`src/rtl/uart_rx.sv`:
```
// ----------------------------------------------------------------------------
// uart_rx
//
// Receive half of the UART. Recovers 8-bit frames (1 start bit, 8 data bits
// LSB first, optional parity bit, 1 stop bit) from an asynchronous serial
// line. It derives its own oversample tick from clk and samples each bit in
// the middle. The received byte is held until the consumer acknowledges it
// with rd.
//
// Build option:
//   UART_RX_PARITY_EN  When defined, a parity bit follows the data bits and is
//                      checked against p_sel (0 = even, 1 = odd). When
//                      undefined, frames are 8N1, p_sel is ignored and
//                      parity_err is tied low.
//
// Parameters:
//   CLK_FREQ    input clock frequency in Hz
//   OVERSAMPLE  oversample ticks per bit; the mid-bit sample is taken on
//               tick OVERSAMPLE/2
//
// Ports:
//   clk         system clock, all logic on the rising edge
//   reset       asynchronous, active-low reset
//   rx          serial line, idle high, asynchronous to clk
//   baud_sel    00 = 9600, 01 = 19200, 10 = 57600, 11 = 115200 baud
//   p_sel       parity select, 0 = even, 1 = odd
//   rd          consumer acknowledge, clears d_valid and overrun
//   d_out       last received byte
//   d_valid     high from frame completion until rd
//   busy        high while a frame is being received
//   frame_err   stop bit of the last frame was sampled low
//   parity_err  parity mismatch in the last frame
//   overrun     sticky, a frame completed while d_valid was still high
// ----------------------------------------------------------------------------
module uart_rx #(
    parameter int CLK_FREQ   = 100_000_000,
    parameter int OVERSAMPLE = 16
) (
    input  logic       clk,
    input  logic       reset,
    input  logic       rx,
    input  logic [1:0] baud_sel,
    input  logic       p_sel,
    input  logic       rd,
    output logic [7:0] d_out,
    output logic       d_valid,
    output logic       busy,
    output logic       frame_err,
    output logic       parity_err,
    output logic       overrun
);

    // Clocks per oversample tick for each rate, truncated toward zero.
    localparam int DIV_9600   = CLK_FREQ / (9600 * OVERSAMPLE);
    localparam int DIV_19200  = CLK_FREQ / (19200 * OVERSAMPLE);
    localparam int DIV_57600  = CLK_FREQ / (57600 * OVERSAMPLE);
    localparam int DIV_115200 = CLK_FREQ / (115200 * OVERSAMPLE);

    // The slowest rate needs the widest divider counter.
    localparam int DIV_W  = $clog2(DIV_9600 + 1);
    localparam int TICK_W = $clog2(OVERSAMPLE);
    localparam int HALF   = OVERSAMPLE / 2;

    typedef enum logic [2:0] {
        IDLE   = 3'd0,
        START  = 3'd1,
        DATA   = 3'd2,
`ifdef UART_RX_PARITY_EN
        PARITY = 3'd3,
`endif
        STOP   = 3'd4
    } state_t;

    state_t             state;
    state_t             state_next;

    logic               rx_meta;
    logic               rx_sync;
    logic               armed;
    logic [1:0]         baud_lat;
    logic [DIV_W-1:0]   div_limit;
    logic [DIV_W-1:0]   div_cnt;
    logic [TICK_W-1:0]  tick_cnt;
    logic [2:0]         bit_cnt;
    logic [7:0]         shift_reg;

    logic               tick;
    logic               sample;
    logic               last_bit;
    logic               start_det;
    logic               complete;

    // Two-flop synchronizer for the asynchronous serial line. Both flops
    // reset to the idle level so that reset never looks like a start bit.
    always_ff @(posedge clk or negedge reset) begin
        if (!reset) begin
            rx_meta <= 1'b1;
            rx_sync <= 1'b1;
        end else begin
            rx_meta <= rx;
            rx_sync <= rx_meta;
        end
    end

    // A start bit is only accepted after the line has been seen idle high
    // while waiting. This keeps a held-low line (break) from being taken as
    // a stream of back-to-back frames.
    always_ff @(posedge clk or negedge reset) begin
        if (!reset) begin
            armed <= 1'b0;
        end else if (start_det) begin
            armed <= 1'b0;
        end else if (state == IDLE && rx_sync) begin
            armed <= 1'b1;
        end
    end

    // The rate is captured at start detect so a change of baud_sel in the
    // middle of a frame cannot disturb the bit timing of that frame.
    always_ff @(posedge clk or negedge reset) begin
        if (!reset) begin
            baud_lat <= 2'b00;
        end else if (start_det) begin
            baud_lat <= baud_sel;
        end
    end

    // Terminal count of the tick divider for the latched rate.
    always_comb begin
        div_limit = DIV_W'(DIV_115200 - 1);
        case (baud_lat)
            2'b00: div_limit = DIV_W'(DIV_9600 - 1);
            2'b01: div_limit = DIV_W'(DIV_19200 - 1);
            2'b10: div_limit = DIV_W'(DIV_57600 - 1);
            2'b11: div_limit = DIV_W'(DIV_115200 - 1);
        endcase
    end

    // The divider and tick counter are held at zero while idle, so every
    // frame is timed from the cycle its start edge was detected.
    always_ff @(posedge clk or negedge reset) begin
        if (!reset) begin
            div_cnt <= '0;
        end else if (state == IDLE || div_cnt == div_limit) begin
            div_cnt <= '0;
        end else begin
            div_cnt <= div_cnt + 1'b1;
        end
    end

    assign tick     = (state != IDLE) && (div_cnt == div_limit);
    assign sample   = tick && (tick_cnt == TICK_W'(HALF - 1));
    assign last_bit = (bit_cnt == 3'd7);

    // Oversample tick counter, one full wrap per bit period. The bit is
    // sampled when the middle tick of the period arrives.
    always_ff @(posedge clk or negedge reset) begin
        if (!reset) begin
            tick_cnt <= '0;
        end else if (state == IDLE) begin
            tick_cnt <= '0;
        end else if (tick) begin
            if (tick_cnt == TICK_W'(OVERSAMPLE - 1)) begin
                tick_cnt <= '0;
            end else begin
                tick_cnt <= tick_cnt + 1'b1;
            end
        end
    end

    // Data bit index within the frame.
    always_ff @(posedge clk or negedge reset) begin
        if (!reset) begin
            bit_cnt <= 3'd0;
        end else if (state == IDLE) begin
            bit_cnt <= 3'd0;
        end else if (state == DATA && sample) begin
            bit_cnt <= bit_cnt + 3'd1;
        end
    end

    // Data arrives LSB first, so each new bit enters at the top and the
    // first bit ends up in bit 0 after eight shifts.
    always_ff @(posedge clk or negedge reset) begin
        if (!reset) begin
            shift_reg <= 8'h00;
        end else if (state == DATA && sample) begin
            shift_reg <= {rx_sync, shift_reg[7:1]};
        end
    end

    // State register.
    always_ff @(posedge clk or negedge reset) begin
        if (!reset) begin
            state <= IDLE;
        end else begin
            state <= state_next;
        end
    end

    // Next-state logic. The frame completes at the middle of the stop bit,
    // leaving half a bit of idle time to catch the next start edge.
    always_comb begin
        state_next = state;
        start_det  = 1'b0;
        complete   = 1'b0;
        case (state)
            IDLE: begin
                if (armed && !rx_sync) begin
                    start_det  = 1'b1;
                    state_next = START;
                end
            end
            START: begin
                // A start bit that is high again by mid-bit was a glitch.
                if (sample) begin
                    state_next = rx_sync ? IDLE : DATA;
                end
            end
            DATA: begin
                if (sample && last_bit) begin
`ifdef UART_RX_PARITY_EN
                    state_next = PARITY;
`else
                    state_next = STOP;
`endif
                end
            end
`ifdef UART_RX_PARITY_EN
            PARITY: begin
                if (sample) begin
                    state_next = STOP;
                end
            end
`endif
            STOP: begin
                if (sample) begin
                    complete   = 1'b1;
                    state_next = IDLE;
                end
            end
            default: begin
                state_next = IDLE;
            end
        endcase
    end

    assign busy = (state != IDLE);

    // Result registers. If an acknowledge lands in the same cycle as a
    // completion, the new byte wins and nothing was lost, so overrun stays
    // clear.
    always_ff @(posedge clk or negedge reset) begin
        if (!reset) begin
            d_out     <= 8'h00;
            d_valid   <= 1'b0;
            frame_err <= 1'b0;
            overrun   <= 1'b0;
        end else if (complete) begin
            d_out     <= shift_reg;
            d_valid   <= 1'b1;
            frame_err <= ~rx_sync;
            if (d_valid && !rd) begin
                overrun <= 1'b1;
            end else if (rd) begin
                overrun <= 1'b0;
            end
        end else if (rd) begin
            d_valid <= 1'b0;
            overrun <= 1'b0;
        end
    end

`ifdef UART_RX_PARITY_EN
    logic psel_lat;
    logic par_mismatch;

    // Parity sense is captured at start detect like the rate. The received
    // parity bit together with the data must have an even number of ones
    // for even parity and an odd number for odd parity.
    always_ff @(posedge clk or negedge reset) begin
        if (!reset) begin
            psel_lat     <= 1'b0;
            par_mismatch <= 1'b0;
        end else begin
            if (start_det) begin
                psel_lat <= p_sel;
            end
            if (state == PARITY && sample) begin
                par_mismatch <= (^shift_reg) ^ rx_sync ^ psel_lat;
            end
        end
    end

    always_ff @(posedge clk or negedge reset) begin
        if (!reset) begin
            parity_err <= 1'b0;
        end else if (complete) begin
            parity_err <= par_mismatch;
        end
    end
`else
    logic unused_psel;

    // Without a parity bit the parity select has no meaning.
    assign unused_psel = p_sel;
    assign parity_err  = 1'b0;
`endif

endmodule

```
`config.mk`:
```
export PLATFORM = sky130hd
export DESIGN_NAME = uart_rx
export DESIGN_NICKNAME = d
export VERILOG_FILES = /design/src/rtl/uart_rx.sv
export SDC_FILE = /design/constraint.sdc
export NUM_CORES = 1
export LEC_CHECK = 0
export ABC_AREA = 1
export CAP_MARGIN = 20
export CORE_UTILIZATION = 61
export CTS_CLUSTER_SIZE = 30
export DETAILED_ROUTE_END_ITERATION = 7
export PLACE_DENSITY = 0.84
export SLEW_MARGIN = 25
export SYNTH_ARGS = -nofsm -noshare
export SYNTH_HDL_FRONTEND = slang
export SYNTH_SLANG_ARGS = --single-unit
```
`constraint.sdc`:
```
create_clock -name clk -period 3.35 [get_ports clk]
set_input_delay 0.335 -clock clk [delete_from_list [all_inputs] [get_ports clk]]
set_output_delay 0.335 -clock clk [all_outputs]
set_load 0.1 [all_outputs]
```
# After elaboration in Yosys (flattened, before gate mapping)
# Cells that the tools add are included.
# totals
reg_bits	44
latchBits	0
ram_bits	0
romBits	0
in_bits	7
output_inout_bits	13
elab_cells	73
memories	0
# classes
add_sub_neg	3
multipliers	0
div	0
magnitude_cmp	0
n_eq_ne	14
n_shift	0
mux	24
bitwise_logic	1
n_reduce_logical	18
# ops
operator	count
$pmux W10 S4	1
$mux W3	6
$mux W4	3
$pmux W3 S4	1
$mux W1	11
$add A10 B1 Y10 const B	1
$eq A10 B10 Y1	1
$mux W10	1
$reduce_bool A2 Y1	4
$logic_and A1 B1 Y1	7
$eq A3 B3 Y1 const B	2
$add A4 B1 Y4 const B	1
$eq A2 B2 Y1 const B	2
$eq A4 B3 Y1 const B	1
$eq A4 B4 Y1 const B	1
$ne A2 B1 Y1 const B	2
$ne A2 B2 Y1 const B	2
$reduce_and A4 Y1	1
$add A3 B1 Y3 const B	1
$eq A3 B1 Y1 const B	1
$eq A3 B2 Y1 const B	1
$logic_not A3 Y1	1
$reduce_bool A3 Y1	1
$eq A2 B1 Y1 const B	1
5 further kinds	6

# Logic depth before layout (Yosys ltp)
# depth
word_depth	8
depth_mapped	15

# Worst setup path after synthesis
# No wires, ideal clock.
# synth_path
path_kind	reg-to-reg
startpoint	register state[0]
endpoint	register d_out[0]
arrival_time_ns	1.870
required_time_ns	3.228
setup_slack_ns	1.357
stages_incl_launch_ff	9
path_buffers	1
period_less_slack_ns	1.993
path_cell_list	dfrtp_1 > nor3_2 > inv_1 > nand4_4 > inv_2 > nand2_2 > buf_6 > nand2_1 > o21ai_2
# synth_via
elab_chain_cells	5
elab_cells_between_ends	6
cone_classes	1 x eq/ne; 2 x mux; 3 x reduce/logical
# synth_rtl
element	line	text
from (decl)	74	state_t state;
from (signal assigned)	197	state <= state_next;
$reduce_bool A3 Y1	n/a	
named net busy	47	output logic busy,
$logic_and A1 B1 Y1	151	assign tick = (state != IDLE) && (div_cnt == div_limit);
$logic_and A1 B1 Y1	152	assign sample = tick && (tick_cnt == TICK_W'(HALF - 1));
$mux W1	237	if (sample) begin
$mux W1	207	case (state)
to (signal assigned)	260	d_out <= shift_reg;
to (decl)	45	output logic [7:0] d_out,
# The timed path passes the listed nets, and every way through them passes these cells.
# A chain may end at the register's enable or synchronous reset.

# Final worst setup path
# layout_path
startpoint	register state[2]
endpoint	output busy
# layout_via
elab_chain_cells	1
# layout_rtl
element	line	text
$reduce_bool A3 Y1	248	assign busy = (state != IDLE);
to (decl)	47	
# Every way passes these cells.

==> out/results.md <==
• **run status** complete, no violations
• **Hold Fails Final Rpt** 0
• **sequential power share** 40.9%
• **Synth Instances** 257
• **Resized cells post-CTS** 0
• **leakage component of the power** 1.22 nW
• **Cell Area, Synth** 2210 µm²
• **Comb power frac** 36.1%
• **number of top-level design ports** 20
• **wire length of the first global-routing pass** 6980 µm
• **global router's overall resource usage** 23.0%
• **number of port buffers** 17
• **CTS tree** yes
• **effective utilization at floorplan** 64.7%
• **vias in the first global route** 1633
• **area growth from synthesis to final layout** 12.7%
• **Synth Flop Type** dfrtp_1
• **routability congestion estimate from global placement** 0.810
• **flops & latches, synth** 44
• **cells along the critical path** nor3_2, inv_1, clkdlybuf4s50_1
• **overall power of the completed layout** 0.00156 W
• **Critical Path Slowest Stage Cell** clkdlybuf4s50_1
• **slew at the pin with the worst max-slew slack** 0.969 ns
• **1st-iter DRT viols** 63
• **# clock sinks** 44
• **deepest clock path buffer count** 2
• **final setup vio count** 0
• **EDFF count, synth** 0
• **count of yosys warnings during synthesis** 0
• **Worst Setup End Kind** output port
• **Core Rows** 21
• **clock buffer count from CTS** 5
• **number of max-capacitance violations reported** 0
• **library cell with the highest instance count after synthesis** nand2_1
• **initial antenna violation count** 0
• **Net Sw Power** 0.000605 W
• **leading post-synthesis cells by cell area** dfrtp_1, nand2_1, inv_1
• **Chip Height** 62.2 µm
• **slowest stage delay, CP** 1.01 ns
• **Switching Fraction** 38.9%
• **overall die width** 62.2 µm
• **total number of vias** 1699
• **number of standard cells in the layout, taps in and fillers out** 324
• **crit path max fanout** 7
• **pwr/cell area** 625 nW/µm²
• **Clk pin slew, worst setup/hold paths** 0.12 ns
• **Yosys top cell by area** dfrtp_1
• **Max H-tree Level** 2
• **Synthesized Nets** 273
• **share of the synthesized area in the top cell type** 47.5%
• **achievable clock frequency** 378 MHz
• **Min Clock Period, post-route** 2.64 ns
• **number of distinct library cells after synthesis** 32
• **Root Buffer Master** clkbuf_4
• **RSZ-0062 raised after global routing** false
• **sum of negative setup slack** 0 ns
• **global-route congestion overflow total** 0
• **Crit Path Category** register to output port
• **slack of the worst reg-to-reg path** 1.11 ns
• **arrival time at the worst endpoint** 2.31 ns
• **Final Core Density** 72.9%
• **number of nets in the final layout** 293
• **fraction of registers with async set or reset after synthesis** 100%
• **worst min-delay path category** register to register
• **Routed WL** 3860 µm
• **Critical Path Source Type** register
• **HPWL reported at the end of detailed placement** 2780 µm
• **number of flip-flops under the largest register name** 10
• **clock share of power** 23.0%
• **fraction of layout cells with a size suffix above 1** 11.9%
• **normalized max-slew margin** 35.2%
• **average detailed-routed wire length per instance** 11.9 µm
• **Via-to-Cell Ratio** 5.24
• **antenna diode count** 0
• **remaining design rule violation count** 0
• **number of iterations in the first detailed-routing pass** 4
• **post-route clock period utilization** 78.9%
• **maximum number of pins on one net before global-route repair** 45
• **final setup skew** 0.0161 ns
• **part of the Yosys area used for sequential elements** 49.9%
• **peak supply drop** 0.000347 V
• **number of fillers in the final layout** 272
• **area enclosed by the die boundary** 3870 µm²
• **placed cell count** 315
• **post-synthesis average cell area** 8.60 µm²
• **Skew-Pair Late Insertion Delay** 0.35 ns
• **top cells by instance count after synthesis** nand2_1, dfrtp_1, inv_1
• **Internal** 0.000952 W
• **core area** 3420 µm²
• **endpoint required time on the critical path** 3.01 ns
• **final count of pins violating max slew** 0
• **post-detailed-route count of antenna-violating nets** 0
## through the flow
stage               setup slack, ns  hold slack (ns)  area, µm²
global route                  0.571            0.365       2490
finish                        0.707            0.367       2490
CTS                           0.692            0.138       2480
detailed placement             1.09            0.353       2380
global placement               1.12            0.347       2380
floorplan                      1.36           0.0394       2210
## worst paths after layout
check | startpoint | to | cells past startpoint
min in group asynchronous | reset | state[2] | 2
worst min register to register | rx_meta | rx_sync | 0
max in group asynchronous | reset | rx_meta | 2
worst max-delay path | state[2] | busy | 3
worst max register to register | baud_lat[0] | d_out[1] | 12
worst min-delay path | rx_meta | rx_sync | 0
## worst max-delay path: cells and delay by family (launching register included)
kind	cells	cell delay, ns
flip-flops	1	0.42
buffers and inverters	2	1.23
AND/OR/NAND/NOR	1	0.31
## placed cells by master (no fill, tap or decap)
cell and count:
ha_1 9, nand4_4 1, nand3b_1 1, clkbuf_4 5, clkbuf_8 2, nor2_1 22
dfrtp_1 42, o21a_1 1, nand3_1 11, conb_1 1, o21ai_0 18, o31ai_1 1
nand2_2 1, nand4_1 1, nor3_1 4, dlygate4sd3_1 1, inv_1 38, o21ai_1 1
nor2_8 1, a21oi_1 8, or2_2 1, nor2_2 1, o22ai_1 2, o21ai_2 10
clkdlybuf4s50_1 16, dfstp_2 2, nor3b_1 5, buf_4 1, nor3_2 1, nor2_4 1
nand2_1 62, nor4_1 1, bufinv_16 1, inv_2 5
## cells by family (layout without fill, tap and decap cells)
group	after synthesis	after routing	share of synthesized area, %
and+or+nand+nor	114	114	23.9
adders and majority gates	9	9	5.09
buffers and inverters	48	69	9.56
other	1	1	0.170
DFF	44	44	49.9
AOI/OAI and AO/OA	41	41	11.3
## final cells by class
| type | instances | area (µm²) | area share, % |
|---|---|---|---|
| inverters | 43 | 161 | 6.48 |
| clock inverters | 1 | 30.0 | 1.21 |
| flip-flops and latches | 44 | 1100 | 44.3 |
| clock buffers | 7 | 65.1 | 2.61 |
| well taps | 46 | 57.6 | 2.31 |
| repair buffers | 18 | 178 | 7.13 |
| multi-input cells | 165 | 896 | 36.0 |
## timing repair
| item | 4_1_cts | 5_1_grt |
|---|---|---|
| hold endpoints to repair | 0 | 42 |
| hold buffers | 0 | 1 |
| setup buffers | 0 | 0 |
## routing by layer
| layer | vias up | GRT usage (%) | wire length (µm) |
|---|---|---|---|
| met2 | 38 | 39.0 | 1910 |
| met4 | 0 | 11.3 | 98 |
| li1 | 856 | - | - |
| met1 | 795 | 27.9 | 1700 |
| met5 | - | 0 | 0 |
| met3 | 10 | 4.96 | 148 |
## power groups by stage
stage | Combinational [W] | Clock, W | Sequential (W)
after floorplan | 0.000450 | 0 | 0.000632
after global placement | 0.000537 | 0 | 0.000643
after detailed placement | 0.000563 | 0 | 0.000646
after CTS | 0.000566 | 0.000363 | 0.000637
after global routing | 0.000641 | 0.000397 | 0.000645
final | 0.000563 | 0.000358 | 0.000637
No activity file was read; power rests on OpenSTA's default activity.
==> RTL edit 1: new RTL, config.mk and constraints unchanged <==
Re-encode `state_t` (4 states) as one-hot, 4 bits wide.
--- a/src/rtl/uart_rx.sv
+++ b/src/rtl/uart_rx.sv
@@ -63,6 +63,6 @@
 
-    typedef enum logic [2:0] {
-        IDLE   = 3'd0,
-        START  = 3'd1,
-        DATA   = 3'd2,
+    typedef enum logic [3:0] {
+        IDLE   = 4'b0001,
+        START  = 4'b0010,
+        DATA   = 4'b0100,
 `ifdef UART_RX_PARITY_EN
@@ -70,3 +70,3 @@
 `endif
-        STOP   = 3'd4
+        STOP   = 4'b1000
     } state_t;
Check against the original RTL: same outputs for any inputs over 10 cycles, from zero or initial values and one cycle with reset low; not proved beyond that.
==> RTL edit 1 against the unedited design <==
First-iteration DRC count rose by 120%; routed wire length is 6.2% higher; clock skew decreased by 10 ps; design area grew 6.0%; total power up 9.7%; count of clock-buffer cells in the layout decreased by 1; worst setup slack improved by 440 ps; area after synthesis grew 6.2%; critical path type is now reg2reg; synthesized cell count increased by 8.2%; sequential cell count grew 1; highest routed layer unchanged; non-clock buffer count down 1; combinational power grew 13%.
==> RTL edit 1: results (changes against the unedited design) <==
cts:
  clkSlewWorstSetupHoldPaths_ps: 90  # -30 ps
  insertion_delay_ps: 300  # -50 ps
  root_buffer: "clkbuf_8"
setup_path:
  reg2reg_slack_ps: 1150  # +40 ps
  crit_arrival_ps: 2400  # +90 ps
  crit_path_max_incr_delay_ps: 450  # -560 ps
route:
  drt_iter0_markers: 136  # +120%
  drt_wl_total_mm: 4.10  # +6.2%
global_routing:
  use_met3_pct: 5.36  # +0.39 points
  met2_usage_pct: 37.4  # -1.6 points
  grt_max_degree: 46  # +2.2%
  grt_pass1_wl_mm: 7.31  # +4.8%
  grt_use_met1_pct: 31.5  # +3.6 points
  grtUsageTotal_pct: 23.6  # +0.60 points
yosys:
  ys_top_cells_by_area: "dfrtp_1 (45%), nand2_1 (12%), nand3_1 (5.1%)"
  synthXorXnorAreaFrac_pct: 0.373  # +0.37 points
  ys_top_cells_by_count: "nand2_1 (73), dfrtp_1 (42), inv_1 (32), nor2_1 (31), nand3_1 (24)"
  ys_ff_latch: 45  # +2.3%
  ys_seq_area_share_pct: 48.1  # -1.8 points
  synth_nets: 294  # +7.7%
  synth_compound_area_share_pct: 9.22  # -2.1 points
  synth_fa_ha_area_share_pct: 4.80  # -0.30 points
timing:
  skew_ps: 6.06  # -9.99 ps
  hold_slack_ps: 3.73  # -363 ps
  worstMarginPinSlew_ps: 977  # +8.08 ps
finish:
  drive_gt1_share_pct: 12.1  # +0.21 points
status:
  status: "completed"
place:
  dp_hpwl_mm: 3.00  # +7.9%
min_path:
  hp-class: "in2async"
power:
  peakVddDrop_v: 0.000525  # +51%
  leakage_uw: 0.00132  # +8.6%
## RTL edit 1: kinds of logic (layout without fill, tap and decap cells)
kind of cell	after synthesis	count (layout)
compound gates	34	34
xor+xnor	1	1
fa+ha+maj	9	9
buf+inv	39	59
flops	45	45
other cells	1	1
simple gates	149	149
## RTL edit 1: through the flow
stage          setup slack, ps  power [µW]  std cells
2_1_floorplan             1130        1190        278
5_1_grt                    867        1850        346
3_5_place_dp              1140        1310        338
6_report                  1150        1710        346
4_1_cts                   1130        1720        346
3_3_place_gp              1210        1290        338
## RTL edit 1: cell type report
class,count,area (µm²)
flip-flops and latches,45,1130
multi-input cells,194,1040
repair buffers,17,165
clock buffers,6,72.6
fillers,296,1050
inverters,34,133
clock inverters,2,38.8
well taps,48,60.1
## RTL edit 1: where the power goes
group,leakage [µW],switching (µW),internal (µW)
registers,0.000607,61.0,602
clock network,0.0000554,187,224
logic,0.000659,443,192
## RTL edit 1: worst paths after layout
kind | start | end | cells past startpoint
setup / recovery | baud_lat[1] | div_cnt[8] | 12
hold / removal | reset | d_out[0] | 1
setup reg to reg | baud_lat[1] | div_cnt[8] | 12
hold reg to reg | rx_meta | rx_sync | 0
max in group asynchronous | reset | rx_meta | 1
min in group clk | rx_meta | rx_sync | 0
## RTL edit 1: worst max-delay path, delay by kind of cell, from the launching register on
family / cells / cell delay, ps
and+or+nand+nor: 7 / 900
AOI/OAI and AO/OA: 2 / 190
buffers and inverters: 2 / 270
DFF: 1 / 450
adders and majority gates: 1 / 280
## RTL edit 1: routing by layer
layer  part of all wire (%)  wire length, µm  vias up
li1                       -                -      922
met1                     49             2010      781
met2                     45             1860       33
met3                    3.5              142        8
met4                    2.1               85        0
met5                      0                0        -
==> RTL edit 2: new RTL, config.mk and constraints unchanged <==
Made on the original files. Add a define of `UART_RX_PARITY_EN`.
--- a/src/rtl/uart_rx.sv
+++ b/src/rtl/uart_rx.sv
@@ -34,2 +34,4 @@
 // ----------------------------------------------------------------------------
+`define UART_RX_PARITY_EN
+
 module uart_rx #(
Check against the original RTL: no difference found for any inputs over 10 cycles, from zero or initial values and one cycle with reset low; that may be too few to reach the edited logic, so the function may still have changed.
==> RTL edit 2 against the unedited design <==
Sequential share of layout area fell by 2.7 points; worst setup slack improved by 170 ps; area after synthesis rose by 12%; routed wire length rose by 17%; design area rose by 14%; final cell count rose by 12%; sequential cell count rose by 3; total power rose by 12%; clock skew rose by 0.98 ps; register-to-register slack got worse by 230 ps; largest power group is now combinational cells; highest routed layer unchanged.
==> RTL edit 2: results (changes against the unedited design) <==
yosys:
  netlist_instances: 289  # +12%
  ys_top_cells_by_area: "dfrtp_1 (46%), nand2_1 (13%), inv_1 (5.0%)"
  ys_top_cells_by_count: "nand2_1 (84), dfrtp_1 (45), inv_1 (33), nor2_1 (19), nand3_1 (10)"
  synth_nets: 305  # +12%
  ys_seq_area_share_pct: 47.6  # -2.3 points
status:
  status: "completed"
finish:
  drive_gt1_share_pct: 16.8  # +5.0 points
  layout.cells.non_filler: 363  # +12%
global_routing:
  grtUsageTotal_pct: 24.6  # +1.6 points
route:
  wire_per_inst_um: 12.4  # +4.3%
  drt-vias-per-instance: 5.12  # -2.4%
  drt-pass1-iter-count: 5  # +1
  drt_iter0_markers: 140  # +120%
setup_path:
  crit_path_max_fanout: 20  # +13
  slowest_stage: "nor2_2"
  crit_path_max_incr_delay_ps: 590  # -420 ps
power:
  leakage_uw: 0.00138  # +14%
  peakVddDrop_v: 0.000465  # +34%
timing:
  relSlewSlack_pct: 35.0  # -0.21 points
  skew_ps: 17.0  # +0.981 ps
cts:
  clkSlewWorstSetupHoldPaths_ps: 90  # -30 ps
  root_buffer: "clkbuf_8"
place:
  placed_cells: 354  # +12%
  place_congestion: 0.901  # +11%
  dpl_cell_area_um2: 2740  # +15%
  io_buffers: 19  # +2
  dp_hpwl_mm: 3.50  # +26%
RTL edit 2: cell count changes in the layout (fill, tap and decap cells not counted), sizes merged, moves of 4 or more:
cell   unedited run  this run
nand2            63        93
nor3b             5         1
o21ai            29        20
xnor2             0         6
RTL edit 2: critical path, delay by kind of cell (launching register included):
family        cells  cell delay, ps
simple gates     11            1510
fa+ha+maj         1             240
flops             1             430
buf+inv           2             190
RTL edit 2: timing repair:
item	CTS	global route
hold endpoints to repair	11	0
resized for setup	0	0
hold buffers	1	0
RTL edit 2: path summary, 6_finish.rpt:
check,from,end,slack (ps),cells after the start
setup / recovery,baud_lat[0],bit_cnt[1],880,14
hold / removal,rx_meta,rx_sync,360,0
setup reg to reg,baud_lat[0],bit_cnt[1],880,14
hold reg to reg,rx_meta,rx_sync,360,0
max in group asynchronous,reset,rx_sync,2210,4
min in group asynchronous,reset,div_cnt[6],480,2
RTL edit 2: cells by family after synthesis:
group | count (synthesis) | share of synthesized area [%]
buffers and inverters | 44 | 7.58
AO/OA/AOI/OAI | 37 | 9.81
XOR/XNOR | 8 | 2.83
flip-flops | 47 | 47.6
adder cells (fa/ha/maj) | 9 | 4.55
multiplexers | 1 | 0.455
AND/OR/NAND/NOR | 143 | 27.1
RTL edit 2: metrics by stage:
| step | hold WS [ps] | utilization (%) | power [µW] | setup slack (ps) |
|---|---|---|---|---|
| floorplan | 39.4 | - | 1250 | 1430 |
| global placement | 346 | 71.1 | 1390 | 1020 |
| detailed placement | 256 | 72.5 | 1430 | 894 |
| CTS | 363 | 75.1 | 1760 | 908 |
| global route | 363 | 75.1 | 1870 | 663 |
| finish | 364 | 75.1 | 1750 | 876 |
RTL edit 2: cell type report:
| type | instances | area (µm²) |
|---|---|---|
| Clock buffer | 6 | 72.6 |
| Clock inverter | 2 | 13.8 |
| Fill cell | 282 | 940 |
| Inverter | 40 | 150 |
| Multi-Input combinational cell | 198 | 1110 |
| Sequential cell | 47 | 1180 |
| Tap cell | 48 | 60.1 |
| Timing Repair Buffer | 22 | 248 |
RTL edit 2: power breakdown:
group          internal [µW]  total (µW)  switching, µW
logic                    227         723            496
registers                629         694           65.4
clock network            147         328            181
total                   1000        1750            742
RTL edit 2: metal layers:
layer  GRT usage [%]  routed length, µm  vias to the layer above  part of all wire (%)
met3            4.17                172                        2                   3.8
met2            38.5               2090                       36                    46
met4            6.52                 12                        0                  0.27
met5               0                  0                        -                     0
li1                -                  -                      954                     -
met1            35.2               2230                      865                    49
